===== config.mk =====
export PLATFORM = sky130hd
export DESIGN_NAME = fp_mul_unpack
export DESIGN_NICKNAME = d
export VERILOG_FILES = /design/src/rtl/fp_mul_unpack.sv
export SDC_FILE = /design/constraint.sdc
export NUM_CORES = 1
export LEC_CHECK = 0
export CAP_MARGIN = 10
export CELL_PAD_IN_SITES_DETAIL_PLACEMENT = 0
export CELL_PAD_IN_SITES_GLOBAL_PLACEMENT = 2
export CORE_ASPECT_RATIO = 1.5
export CORE_UTILIZATION = 33
export CTS_BUF_LIST = sky130_fd_sc_hd__clkbuf_16
export DETAILED_ROUTE_END_ITERATION = 8
export PLACE_DENSITY_LB_ADDON = 0.2
export RECOVER_POWER = 25
export SYNTH_ARGS = -nofsm -noshare
export SYNTH_HDL_FRONTEND = slang
export SYNTH_SLANG_ARGS = --single-unit

===== constraint.sdc =====
create_clock -name clk -period 5.7 [get_ports clk]
set_input_delay 1.14 -clock clk [delete_from_list [all_inputs] [get_ports clk]]
set_output_delay 1.14 -clock clk [all_outputs]
set_load 0.005 [all_outputs]

===== src/rtl/fp_mul_unpack.sv =====
// fp_mul_unpack -- front end of the pipelined FP32 multiplier.
//
// Accepts an IEEE-754 single-precision operand pair over valid/ready and
// emits each operand unpacked (biased exponent, mantissa with explicit
// hidden bit, class flags) plus the product sign and the special-case result
// flags. Two-register elastic pipeline (p1 = raw operands, p2 = decoded
// output) with bubble collapsing and back-pressure; capacity two pairs.
//
// Configuration macro: FP_UNPACK_SUBNORM_EN
//   defined   : subnormals are passed through (exp = 1, mant = {0, F}).
//   undefined : denormals-are-zero (subnormal treated as a signed zero).
//
// Ports:
//   clk, rst_n            clock (rising edge), async active-low reset
//   in_valid / in_ready   operand pair handshake (in_ready is combinational
//                         from out_ready)
//   a_in, b_in            raw IEEE-754 operands
//   out_valid / out_ready result handshake
//   sign_out              a.sign ^ b.sign
//   a_exp, b_exp          9-bit biased exponents, zero-extended
//   a_mant, b_mant        24-bit mantissas {hidden, frac}
//   a_cls, b_cls          class {nan, inf, zero, subnormal}
//   res_nan/inf/zero      product special-case flags
module fp_mul_unpack #(
    parameter int EXP_W = 8,
    parameter int MAN_W = 23
) (
    input  logic                   clk,
    input  logic                   rst_n,
    input  logic                   in_valid,
    output logic                   in_ready,
    input  logic [EXP_W+MAN_W:0]   a_in,
    input  logic [EXP_W+MAN_W:0]   b_in,
    output logic                   out_valid,
    input  logic                   out_ready,
    output logic                   sign_out,
    output logic [EXP_W:0]         a_exp,
    output logic [EXP_W:0]         b_exp,
    output logic [MAN_W:0]         a_mant,
    output logic [MAN_W:0]         b_mant,
    output logic [3:0]             a_cls,
    output logic [3:0]             b_cls,
    output logic                   res_nan,
    output logic                   res_inf,
    output logic                   res_zero
);

    localparam int W = 1 + EXP_W + MAN_W;

    typedef struct packed {
        logic [EXP_W:0] exp;
        logic [MAN_W:0] mant;
        logic           nan;
        logic           inf;
        logic           zero;
        logic           sub;
    } op_t;

    function automatic op_t unpack_op(input logic [W-1:0] x);
        logic [EXP_W-1:0] e;
        logic [MAN_W-1:0] f;
        op_t              r;
        e = x[W-2:MAN_W];
        f = x[MAN_W-1:0];
        r = '0;
        if (&e) begin
            r.exp  = {1'b0, e};
            r.mant = {1'b0, f};
            r.nan  = |f;
            r.inf  = ~|f;
        end else if (~|e) begin
            if (~|f) begin
                r.zero = 1'b1;
            end else begin
`ifdef FP_UNPACK_SUBNORM_EN
                // Subnormals carry the minimum exponent with no hidden bit.
                r.exp  = {{EXP_W{1'b0}}, 1'b1};
                r.mant = {1'b0, f};
                r.sub  = 1'b1;
`else
                // Flushed to zero; fields stay zero, sign is kept by caller.
                r.zero = 1'b1;
`endif
            end
        end else begin
            r.exp  = {1'b0, e};
            r.mant = {1'b1, f};
        end
        return r;
    endfunction

    // Returns {nan, inf, zero} for the product of two classified operands.
    function automatic logic [2:0] result_flags(input op_t a, input op_t b);
        logic n;
        logic i;
        logic z;
        n = a.nan | b.nan | (a.inf & b.zero) | (b.inf & a.zero);
        i = !n & (a.inf | b.inf);
        z = !n & !i & (a.zero | b.zero);
        return {n, i, z};
    endfunction

    logic           vld_p1;
    logic [W-1:0]   a_p1;
    logic [W-1:0]   b_p1;
    logic           vld_p2;
    logic           load_p1;
    logic           load_p2;
    op_t            a_dec;
    op_t            b_dec;
    logic [2:0]     flags_dec;

    // p2 refills whenever it is empty or draining; p1 refills whenever it is
    // empty or moving into p2 (this is what collapses bubbles).
    assign load_p2  = !vld_p2 | out_ready;
    assign load_p1  = !vld_p1 | load_p2;
    assign in_ready = rst_n & load_p1;

    // ---- stage p1: register raw operands ----
    always_ff @(posedge clk or negedge rst_n) begin
        if (!rst_n) begin
            vld_p1 <= 1'b0;
            a_p1   <= '0;
            b_p1   <= '0;
        end else if (load_p1) begin
            vld_p1 <= in_valid;
            if (in_valid) begin
                a_p1 <= a_in;
                b_p1 <= b_in;
            end
        end
    end

    always_comb begin
        a_dec     = unpack_op(a_p1);
        b_dec     = unpack_op(b_p1);
        flags_dec = result_flags(a_dec, b_dec);
    end

    // ---- stage p2: decoded output register ----
    always_ff @(posedge clk or negedge rst_n) begin
        if (!rst_n) begin
            vld_p2   <= 1'b0;
            sign_out <= 1'b0;
            a_exp    <= '0;
            b_exp    <= '0;
            a_mant   <= '0;
            b_mant   <= '0;
            a_cls    <= '0;
            b_cls    <= '0;
            res_nan  <= 1'b0;
            res_inf  <= 1'b0;
            res_zero <= 1'b0;
        end else if (load_p2) begin
            vld_p2 <= vld_p1;
            if (vld_p1) begin
                sign_out <= a_p1[W-1] ^ b_p1[W-1];
                a_exp    <= a_dec.exp;
                b_exp    <= b_dec.exp;
                a_mant   <= a_dec.mant;
                b_mant   <= b_dec.mant;
                a_cls    <= {a_dec.nan, a_dec.inf, a_dec.zero, a_dec.sub};
                b_cls    <= {b_dec.nan, b_dec.inf, b_dec.zero, b_dec.sub};
                {res_nan, res_inf, res_zero} <= flags_dec;
            end
        end
    end

    assign out_valid = vld_p2;

endmodule


==> flow_metrics.env <==
export IMPL_ir_worst_vdd_v=0.0001983
export IMPL_yosys_warnings=0
export IMPL_yosys_most_used_dff="dfrtp_1"
export IMPL_num_vias=3845
export IMPL_synth_area_sq_mm=0.005482
export IMPL_path_clk_slew_ps=60
export IMPL_insertion_delay_ps=410
export IMPL_async_flop_share_pct=100.0
export IMPL_dieArea_sq_mm=0.01714
export IMPL_slew_headroom_pct=26.95
export IMPL_cp_max_fo=3
export IMPL_drt_iter0_drc=140
export IMPL_setup_tns_ps=0
export IMPL_fin_nets=660
export IMPL_synth_seq_cells=140
export IMPL_grt_max_degree=102
export IMPL_yosys_area_top_type="dfrtp_1"
export IMPL_track_usage_pct=16.95
export IMPL_setup_viol=0
export IMPL_numCtsBuffers=17
export IMPL_final_antenna_net_count=0
export IMPL_clockBufferDepth=2
export IMPL_synth_seq_area_share_pct=63.91
export IMPL_grt_pass1_vias=4051
export IMPL_synth_edf_count=0
export IMPL_yosysMostFrequentCell="dfrtp_1"
export IMPL_dp_cells=779
export IMPL_die_w_um=107.2
export IMPL_worstSetupPathType="input port to output pin"
export IMPL_netlist_top_cells_count="dfrtp_1 (140), nand2_1 (110), mux2_2 (65), o21ai_0 (29), a22o_1 (23)"
export IMPL_finalCritPeriodShare_pct=65.33
export IMPL_tightest_slew_ps=1092
export IMPL_first_pass_iters=4
export IMPL_fin_crit_ps=3724
export IMPL_worstPathArrival_ps=2580
export IMPL_ios=148
export IMPL_syn_avg_cell_area_sq_um=12.15
export IMPL_cp_start_kind="input port"
export IMPL_syn_to_final_growth_pct=40.08
export IMPL_routed_via_density=4.741
export IMPL_fp_dieH_um=159.8
export IMPL_required_ps=4560
export IMPL_cpPeakStageDelay_ps=550
export IMPL_drt_wl_total_mm=13.64
export IMPL_finalHoldViolCount=0
export IMPL_place_congestion=0.7576
export IMPL_diodes=0
export IMPL_post_cts_buffers=0
export IMPL_cts_hold_buf=0
export IMPL_antenna_found_initial=0
export IMPL_drc=0
export IMPL_portBuffers=143
export IMPL_rows=57
export IMPL_cts_root_buf="clkbuf_16"
export IMPL_rsz0062_at_grt="false"
export IMPL_cts_max_level=4
export IMPL_cts_sinks=140
export IMPL_finClkSkew_ps=10.04
export IMPL_cp_end_kind="output pin"
export IMPL_drive_gt1_share_pct=17.19
export IMPL_layout_cells_non_filler=811
export IMPL_power_leakage_nw=3.313
export IMPL_cts_resized_gates=0
export IMPL_p_per_area_mw_per_mm2=376.2
export IMPL_fmax_ghz=0.2686
export IMPL_core_area_sq_mm=0.01619
export IMPL_hp_class="flop to flop"
export IMPL_initial_core_util_pct=33.86
export IMPL_status="finished clean"
export IMPL_grt_overflow=0
export IMPL_hpwl_mm=9.365
export IMPL_crit_path_cell_trace="dlygate4sd3_1 > nor2b_1 > nand2_1 > and2_1 > clkdlybuf4s50_1"
export IMPL_wl_per_cell_um=16.82
export IMPL_drv_cap=0
export IMPL_crit_slowest_cell="dlygate4sd3_1"
export IMPL_drv_slew=0
export IMPL_synth_area_leaders="dfrtp_1 (64%), mux2_2 (13%), nand2_1 (7.5%)"
export IMPL_synth_top_cell_area_share_pct=63.91
export IMPL_grt_pass1_wl_mm=21.92
export IMPL_synth_distinct_cells=32
export IMPL_cts_tree="done"
export IMPL_synthCells=451
## worst paths after layout
path	cells after the start	startpoint	slack, ps	end
max	5	out_ready	1980	in_ready
min	2	b_mant[17]	480	b_mant[17]
max reg2reg	4	out_valid	3190	a_mant[19]
min reg2reg	2	b_mant[17]	480	b_mant[17]
max in group asynchronous	2	rst_n	3730	a_exp[1]
min in group asynchronous	1	rst_n	770	b_mant[16]
## per-stage QoR
step	worst slack, ps	power, W	util [%]	instance area [sq um]	hold WS, ps
after detailed placement	1926	0.001844	43.87	7102	470.1
after CTS	2039	0.002934	47.43	7679	483.7
final	1976	0.002889	47.43	7679	475.7
after global placement	1987	0.001834	43.87	7102	463.0
after floorplan	3051	0.001491	-	5493	468.7
after global routing	1873	0.003043	47.43	7679	513.7
## state kept, by name, summed over array words and instances (netlist names)
signal     flops
a_cls          3
a_exp          8
a_mant        24
a_p1          32
b_cls          3
b_exp          8
b_mant        24
b_p1          32
out_valid      1
res_inf        1
res_nan        1
res_zero       1
sign_out       1
vld_p1         1
## logic make-up (layout without fill, tap and decap cells)
kind of cell	Yosys count	in the layout	synth area share, %
and+or+nand+nor	153	153	12.21
xor gates and xnor gates	1	1	0.1598
muxes	65	65	13.35
other	1	4	0.06841
DFF	140	140	63.91
AOI/OAI and AO/OA	63	63	8.103
buffers and inverters	28	179	2.191
## critical path: cells and delay by family
family	cells	cell delay, ps
buf+inv	2	990
simple gates	3	460
## power by group
group          switching, W  internal [W]  total, W
Combinational      0.000193      0.000336  0.000529
Sequential         0.000121       0.00117   0.00129
Clock              0.000430      0.000642   0.00107
Total              0.000744       0.00214   0.00289
## area by class of cell
| class | count | area, sq um |
|---|---|---|
| well taps | 206 | 257.7 |
| flip-flops and latches | 140 | 3503 |
| multi-input cells | 286 | 1882 |
| clock buffers | 17 | 425.4 |
| fillers | 1534 | 8511 |
| repair buffers | 146 | 1455 |
| inverters | 1 | 3.754 |
| clock inverters | 15 | 151.4 |
## layer usage
| metal | vias up | global-route usage [%] | wire length (um) |
|---|---|---|---|
| met5 | - | 0 | 0 |
| met4 | 0 | 6.663 | 223 |
| met3 | 16 | 4.612 | 766 |
| met2 | 112 | 27.92 | 6808 |
| met1 | 1871 | 20.96 | 5840 |
| li1 | 1846 | - | - |
## cell usage in the layout (no fill, tap or decap), types with 2 or more instances in the layout
| cell type | instances |
|---|---|
| clkdlybuf4s50_1 | 141 |
| or4_1 | 6 |
| mux2_2 | 65 |
| nand4_1 | 5 |
| inv_1 | 3 |
| conb_1 | 4 |
| nand2_1 | 108 |
| nor3_1 | 2 |
| clkinv_4 | 2 |
| and4_1 | 2 |
| a22o_1 | 23 |
| o21ai_0 | 29 |
| and2_1 | 3 |
| dfrtp_1 | 140 |
| nor2_1 | 8 |
| inv_6 | 2 |
| buf_4 | 3 |
| nand2b_1 | 2 |
| nor4_1 | 11 |
| o31ai_1 | 2 |
| bufinv_16 | 2 |
| clkbuf_16 | 17 |
| clkinvlp_4 | 6 |
Note: power is estimated with default switching activity, not from simulation.
